<file path="src/rtl/trap_sequencer_if.sv">
// Trap packet types and the pipeline/CSR-facing bundle of the trap sequencer.
package trap_pkg;
   localparam int XLEN = 32;

   typedef enum logic [1:0] {
      TRAP_NONE   = 2'd0,
      TRAP_ENTER  = 2'd1,
      TRAP_RETURN = 2'd2
   } trap_mode_e;

   typedef struct packed {
      trap_mode_e      mode;
      logic [XLEN-1:0] cause;
      logic [XLEN-1:0] pc;
      logic [XLEN-1:0] tval;
   } trap_pkt_t;
endpackage

interface trap_if;
   import trap_pkg::*;

   logic            exc_valid;
   logic [4:0]      exc_cause;
   logic [XLEN-1:0] exc_pc;
   logic [XLEN-1:0] exc_tval;
   logic            mret_valid;
   logic            irq_ext;
   logic            irq_sw;
   logic            irq_timer;
   logic            mstatus_mie;
   logic [XLEN-1:0] mie;
   logic [XLEN-1:0] mtvec;
   logic [XLEN-1:0] mepc;
   logic [XLEN-1:0] commit_pc;
   logic            pipe_empty;
   logic            stall_o;
   logic            flush_o;
   trap_pkt_t       trap_pkt;
   logic            redirect_valid;
   logic [XLEN-1:0] redirect_pc;
   logic            drain_timeout;

   modport master (
      output exc_valid, exc_cause, exc_pc, exc_tval, mret_valid,
             irq_ext, irq_sw, irq_timer, mstatus_mie, mie, mtvec, mepc,
             commit_pc, pipe_empty,
      input  stall_o, flush_o, trap_pkt, redirect_valid, redirect_pc, drain_timeout
   );

   modport slave (
      input  exc_valid, exc_cause, exc_pc, exc_tval, mret_valid,
             irq_ext, irq_sw, irq_timer, mstatus_mie, mie, mtvec, mepc,
             commit_pc, pipe_empty,
      output stall_o, flush_o, trap_pkt, redirect_valid, redirect_pc, drain_timeout
   );
endinterface

</file>
<file path="src/rtl/trap_sequencer.sv">
// Arbitrates exceptions, MRET and machine interrupts, then sequences one trap:
// stall+flush, drain, one-cycle trap_pkt to the CSR unit, PC redirect.
module trap_sequencer #(
   parameter int DRAIN_MAX = 16,
   parameter int XLEN      = trap_pkg::XLEN
) (
   input logic   clk,
   input logic   rst,
   trap_if.slave bus
);
   import trap_pkg::*;

   localparam int CW = $clog2(DRAIN_MAX + 1);

   typedef enum logic [1:0] {IDLE, DRAIN, COMMIT, REDIRECT} state_t;

   state_t          state_q, state_d;
   trap_pkt_t       lat_q, lat_d;
   logic [CW-1:0]   cnt_q;
   logic            stall_q, flush_q, rv_q, to_q;
   trap_pkt_t       pkt_q;
   logic            cnt_hit;
   logic            int_ext, int_sw, int_tmr;
   logic [XLEN-1:0] base, tgt;
   logic            unused_mie;

   assign int_ext = bus.mstatus_mie & bus.mie[11] & bus.irq_ext;
   assign int_sw  = bus.mstatus_mie & bus.mie[3]  & bus.irq_sw;
   assign int_tmr = bus.mstatus_mie & bus.mie[7]  & bus.irq_timer;
   assign cnt_hit = (cnt_q == CW'(DRAIN_MAX - 1));
   assign unused_mie = &{1'b0, bus.mie};

   always_comb begin
      state_d = state_q;
      lat_d   = lat_q;
      case (state_q)
         IDLE: begin
            if (bus.exc_valid) begin
               state_d = DRAIN;
               lat_d   = '{mode: TRAP_ENTER, cause: XLEN'(bus.exc_cause),
                           pc: bus.exc_pc, tval: bus.exc_tval};
            end else if (bus.mret_valid) begin
               state_d = DRAIN;
               lat_d   = '{mode: TRAP_RETURN, default: '0};
            end else if (int_ext | int_sw | int_tmr) begin
               state_d = DRAIN;
               lat_d   = '{mode: TRAP_ENTER, cause: '0, pc: bus.commit_pc, tval: '0};
               lat_d.cause[XLEN-1] = 1'b1;
               lat_d.cause[4:0]    = int_ext ? 5'd11 : (int_sw ? 5'd3 : 5'd7);
            end
         end
         DRAIN:    if (bus.pipe_empty || cnt_hit) state_d = COMMIT;
         COMMIT:   state_d = REDIRECT;
         REDIRECT: state_d = IDLE;
         default:  state_d = IDLE;
      endcase
   end

   always_ff @(posedge clk or posedge rst) begin
      if (rst) begin
         state_q <= IDLE;
         lat_q   <= '{mode: TRAP_NONE, default: '0};
         pkt_q   <= '{mode: TRAP_NONE, default: '0};
         cnt_q   <= '0;
         stall_q <= 1'b0;
         flush_q <= 1'b0;
         rv_q    <= 1'b0;
         to_q    <= 1'b0;
      end else begin
         state_q <= state_d;
         lat_q   <= lat_d;
         cnt_q   <= (state_q == DRAIN) ? cnt_q + 1'b1 : '0;
         stall_q <= (state_d != IDLE);
         flush_q <= (state_q == IDLE) && (state_d == DRAIN);
         pkt_q   <= (state_d == COMMIT) ? lat_d : '{mode: TRAP_NONE, default: '0};
         rv_q    <= (state_d == REDIRECT);
         to_q    <= to_q | ((state_q == DRAIN) && !bus.pipe_empty && cnt_hit);
      end
   end

   // Target uses mtvec/mepc live in the REDIRECT cycle so the CSR write
   // triggered by trap_pkt in COMMIT is already visible.
   always_comb begin
      base = {bus.mtvec[XLEN-1:2], 2'b00};
      tgt  = base;
      if (lat_q.mode == TRAP_RETURN)
         tgt = bus.mepc;
      else if (bus.mtvec[1:0] == 2'b01 && lat_q.cause[XLEN-1])
         tgt = base + XLEN'({lat_q.cause[4:0], 2'b00});
      bus.redirect_pc = rv_q ? tgt : '0;
   end

   assign bus.stall_o        = stall_q;
   assign bus.flush_o        = flush_q;
   assign bus.trap_pkt       = pkt_q;
   assign bus.redirect_valid = rv_q;
   assign bus.drain_timeout  = to_q;
endmodule
</file>
<file path="src/flat_wrapper.sv">
// flat-port wrapper written by rule: the top's interface ports become plain ports
module trap_sequencer_flat import trap_pkg::*;
#(
   parameter int DRAIN_MAX = 16,
   parameter int XLEN      = trap_pkg::XLEN
)
  (clk, rst, bus_exc_valid, bus_exc_cause, bus_exc_pc, bus_exc_tval, bus_mret_valid, bus_irq_ext, bus_irq_sw, bus_irq_timer, bus_mstatus_mie, bus_mie, bus_mtvec, bus_mepc, bus_commit_pc, bus_pipe_empty, bus_stall_o, bus_flush_o, bus_trap_pkt, bus_redirect_valid, bus_redirect_pc, bus_drain_timeout);
  trap_if bus_i ();
  input logic clk;
  input logic rst;
  input wire logic [$bits(bus_i.exc_valid)-1:0] bus_exc_valid;
  input wire logic [$bits(bus_i.exc_cause)-1:0] bus_exc_cause;
  input wire logic [$bits(bus_i.exc_pc)-1:0] bus_exc_pc;
  input wire logic [$bits(bus_i.exc_tval)-1:0] bus_exc_tval;
  input wire logic [$bits(bus_i.mret_valid)-1:0] bus_mret_valid;
  input wire logic [$bits(bus_i.irq_ext)-1:0] bus_irq_ext;
  input wire logic [$bits(bus_i.irq_sw)-1:0] bus_irq_sw;
  input wire logic [$bits(bus_i.irq_timer)-1:0] bus_irq_timer;
  input wire logic [$bits(bus_i.mstatus_mie)-1:0] bus_mstatus_mie;
  input wire logic [$bits(bus_i.mie)-1:0] bus_mie;
  input wire logic [$bits(bus_i.mtvec)-1:0] bus_mtvec;
  input wire logic [$bits(bus_i.mepc)-1:0] bus_mepc;
  input wire logic [$bits(bus_i.commit_pc)-1:0] bus_commit_pc;
  input wire logic [$bits(bus_i.pipe_empty)-1:0] bus_pipe_empty;
  output wire logic [$bits(bus_i.stall_o)-1:0] bus_stall_o;
  output wire logic [$bits(bus_i.flush_o)-1:0] bus_flush_o;
  output wire logic [$bits(bus_i.trap_pkt)-1:0] bus_trap_pkt;
  output wire logic [$bits(bus_i.redirect_valid)-1:0] bus_redirect_valid;
  output wire logic [$bits(bus_i.redirect_pc)-1:0] bus_redirect_pc;
  output wire logic [$bits(bus_i.drain_timeout)-1:0] bus_drain_timeout;
  assign bus_i.exc_valid = bus_exc_valid;
  assign bus_i.exc_cause = bus_exc_cause;
  assign bus_i.exc_pc = bus_exc_pc;
  assign bus_i.exc_tval = bus_exc_tval;
  assign bus_i.mret_valid = bus_mret_valid;
  assign bus_i.irq_ext = bus_irq_ext;
  assign bus_i.irq_sw = bus_irq_sw;
  assign bus_i.irq_timer = bus_irq_timer;
  assign bus_i.mstatus_mie = bus_mstatus_mie;
  assign bus_i.mie = bus_mie;
  assign bus_i.mtvec = bus_mtvec;
  assign bus_i.mepc = bus_mepc;
  assign bus_i.commit_pc = bus_commit_pc;
  assign bus_i.pipe_empty = bus_pipe_empty;
  assign bus_stall_o = bus_i.stall_o;
  assign bus_flush_o = bus_i.flush_o;
  assign bus_trap_pkt = bus_i.trap_pkt;
  assign bus_redirect_valid = bus_i.redirect_valid;
  assign bus_redirect_pc = bus_i.redirect_pc;
  assign bus_drain_timeout = bus_i.drain_timeout;
  trap_sequencer #(.DRAIN_MAX(DRAIN_MAX), .XLEN(XLEN)) u_core (.clk(clk), .rst(rst), .bus(bus_i));
endmodule
</file>
<file path="config.mk">
export PLATFORM = sky130hd
export DESIGN_NAME = trap_sequencer_flat
export DESIGN_NICKNAME = d
export VERILOG_FILES = /design/src/rtl/trap_sequencer_if.sv /design/src/rtl/trap_sequencer.sv /design/src/flat_wrapper.sv
export SDC_FILE = /design/constraint.sdc
export NUM_CORES = 1
export LEC_CHECK = 0
export ABC_AREA = 1
export BUFFER_PORTS_ARGS = -buffer_cell sky130_fd_sc_hd__buf_2
export CAP_MARGIN = 10
export CORE_AREA = 3 3 135 137
export DETAILED_ROUTE_END_ITERATION = 8
export DIE_AREA = 0 0 138 140
export PLACE_DENSITY = 0.85
export SLEW_MARGIN = 15
export SYNTH_ARGS = -nofsm -noshare
export SYNTH_HDL_FRONTEND = slang
export SYNTH_SLANG_ARGS = --single-unit
</file>
<file path="constraint.sdc">
create_clock -name clk -period 20.3 [get_ports clk]
set_input_delay 4.06 -clock clk [delete_from_list [all_inputs] [get_ports clk]]
set_output_delay 4.06 -clock clk [all_outputs]
set_load 0.01 [all_outputs]
</file>
==> results.cfg <==
[outcome]
outcome = completed

[flow_run]
drv_cap = 0

[routing]
first_pass_iters = 5
vias_per_cell = 4.99
wl_met2_um = 12900
dr_wl_met3_um = 2040
routedWlPerCell_um = 15.9
wl_met1_um = 9540
ant_nets = 0
vias = 8004
drt_iter0_markers = 532
wl_um = 25500
route.detailed.drc = 0
top_layer = met5

[clock_network]
cts_buffers = 21
cts_sinks = 207
clk_latency_ns = 0.49
cts.hold.buffers_added = 0
h-tree-depth = 1
post_cts_buffers = 0
clock-root-buffer = clkbuf_16
cts_tree = built
clk_path_buf_depth = 3
cts.clk_slew.worst_paths_ns = 0.06
postCtsResizedCells = 0

[timing]
rsz0062_at_grt = false
finalWorstSetupSlack_ns = 10.19
final_hold_viol_count = 0
setup_viol = 0
finalCritPeriodShare_pct = 49.8
slew_violations = 0
setup_tns_ns = 0
slew_headroom_pct = 38.1
clock.fmax_ghz = 0.0989
worst_pin_slew_ns = 0.929
period_minus_slack_ns = 10.11
fin_skew_ns = 0.00651

[floorplan]
core_sq_um = 17200
fp.dieW_um = 138
dieArea_sq_um = 19300
start_util_pct = 53.8
die_y_um = 140
ioPinCount = 340
rows = 48

[power]
seqPwrFrac_pct = 39.4
pwr-share-comb_pct = 29.9
p_sw_w = 0.000474
p_per_area_nw_per_um2 = 118
p_clk_share_pct = 30.7
sw_frac_of_total_pct = 34.5
p_int_w = 0.000899
p_leak_nw = 6.85
peakVddDrop_uv = 97.5

[setup_path]
critPathKind = input pin to primary output
worst-r2r-cell-count = 9
path_buf_inv = 3
crit_required_ns = 16.24
crit_chain = buf_2 -> ha_1 -> inv_1 -> fa_1 -> nand3b_1 -> nand2_1 -> nand3_1 -> nand2_1 -> nand2_1 -> xnor2_1 -> nand2_1 -> nand2_1 -> buf_2
r2r_slack_ns = 17.76
crit_path_start_kind = input pin
slowest_stage = fa_1
critPathMaxStageDelay_ns = 0.40
crit_arrival_ns = 6.05
rr_startpoint = u_core.cnt_q[0]
cp_top_family = simple AND/OR/NAND/NOR gates
rr_endpoint = u_core.state_q[1]
end_kind = primary output
cpMostUsedCell = nand2_1
crit_path_max_fanout = 9

[final_layout]
filler_cell_count = 1404
multi_input_area_sq_um = 3010
layout.cells.non_filler = 1603
seq_area_sq_um = 5180
nNetsFinal = 1577
drive_above_1_share_pct = 30.2
area_growth_syn_to_layout_pct = 26.0

[place]
place_congestion = 0.978
dp_slack_ns = 10.21
port_buffers = 310
place_hpwl_um = 17900
dp.cells = 1565

[grt]
gr-usage-all-layers_pct = 26.0
grt_pass1_wl_um = 41100
antenna_found_initial = 2
grt_pass1_vias = 7999
grt_max_degree = 121
overflow = 0

[synth]
ys_warn_count = 0
synth.ff_latch_count = 207
avgSynthCellArea_sq_um = 8.68
postSynthCellCount = 1065
yosys.cell_types.count = 40
synth_fp_nets = 1279
syn_area_sq_um = 9250
synth_seq_area_share_pct = 56.0

[worst_hold_path]
holdPathEnd = u_core.cnt_q[0]
hold_start = u_core.cnt_q[0]
min_path_cells = 1
hold_class = register to register
routing by layer:
layer	vias to the layer above	GRT usage (%)
met2	349	45.2
met1	3736	31.9
li1	3849	-
met4	2	9.78
met5	-	0
met3	68	5.87
cells in the mapped netlist (all sizes together):
library cell,count,area [sq um]
fa,1,20.0
and2,3,18.8
nand2,255,985
a31o,1,8.76
nor2,121,505
clkinv,1,3.75
o221ai,1,8.76
o21ai,29,145
o31ai,1,7.51
clkbuf,5,18.8
nand4,11,68.8
a32o,1,10.0
a31oi,2,12.5
nor3,32,225
xor2,3,26.3
nand3b,1,7.51
buf,33,206
nor4,1,6.26
nand3,63,455
xnor2,5,43.8
dfrtp,207,5180
o22ai,34,213
inv,219,827
o211ai,4,30.0
a22oi,2,15.0
ha,7,87.6
a21oi,22,110
power groups by stage:
stage,Sequential [W],Combinational (W),Clock [W]
2_1_floorplan,0.000551,0.000284,0
3_3_place_gp,0.000544,0.000398,0
3_5_place_dp,0.000547,0.000408,0
4_1_cts,0.000542,0.000414,0.000428
5_1_grt,0.000551,0.000462,0.000447
6_report,0.000541,0.000410,0.000421
worst max-delay path by stage:
stage / from / to / slack [ns] / cells past startpoint
3_5_place_dp: bus_mtvec[2] / bus_redirect_pc[22] / 10.21 / 13
2_1_floorplan: rst / u_core.bus.drain_timeout / 10.59 / 1
4_1_cts: bus_mtvec[2] / bus_redirect_pc[22] / 10.20 / 13
5_1_grt: bus_mtvec[2] / bus_redirect_pc[16] / 9.97 / 15
6_report: bus_mtvec[2] / bus_redirect_pc[22] / 10.19 / 13
3_3_place_gp: bus_mtvec[2] / bus_redirect_pc[22] / 10.24 / 13
worst register-to-register path: cells and delay by family, from the launching register on:
| kind | cells | cell delay [ns] |
|---|---|---|
| flip-flops | 1 | 0.39 |
| buffers and inverters | 2 | 0.69 |
| adder cells (fa/ha/maj) | 2 | 0.42 |
| AO/OA/AOI/OAI | 1 | 0.25 |
| AND/OR/NAND/NOR | 4 | 0.61 |
kinds of logic after synthesis:
family,synth area share (%)
and+or+nand+nor,24.6
buffers and inverters,11.4
DFF,56.0
AOI/OAI and AO/OA,6.06
xor gates and xnor gates,0.758
adders and majority gates,1.16
layout by cell type, fill, tap and decap left out, drive strengths merged:
cell type and count:
a21oi 22, a22oi 2, a31o 1, a31oi 2, a32o 1, and2 3, buf 313, bufinv 4
clkbuf 27, clkinv 5, dfrtp 207, diode 1, fa 1, ha 7, inv 221, nand2 255
nand3 63, nand3b 1, nand4 11, nor2 121, nor3 32, nor4 1, o211ai 4, o21ai 29
o221ai 1, o22ai 34, o31ai 1, xnor2 5, xor2 3
per-stage QoR:
stage          hold slack, ns  area [sq um]  total power [W]  utilization (%)
6_report                0.460         11700          0.00137             67.8
5_1_grt                 0.477         11700          0.00146             67.8
4_1_cts                 0.462         11600          0.00138             67.8
3_5_place_dp            0.454         10900         0.000955             63.4
3_3_place_gp            0.446         10900         0.000942             63.4
2_1_floorplan           0.433          9250         0.000835                -
registers in the layout, summed over array words and instances (netlist names):
signal and count:
u_core.cnt_q 5, u_core.bus.stall_o 1, u_core.lat_q 98, u_core.state_q 2, u_core.bus.flush_o 1, u_core.bus.redirect_valid 1, u_core.bus.trap_pkt 98, u_core.bus.drain_timeout 1
cell type report:
| type | instances | area share (%) |
|---|---|---|
| Tap cell | 225 | 2.42 |
| Multi-Input combinational cell | 600 | 25.8 |
| Clock buffer | 27 | 5.13 |
| Sequential cell | 207 | 44.4 |
| Timing Repair Buffer | 313 | 13.5 |
| Antenna cell | 1 | 0.0215 |
| Clock inverter | 10 | 1.42 |
| Inverter | 220 | 7.19 |
No activity file was read; power rests on OpenSTA's default activity.
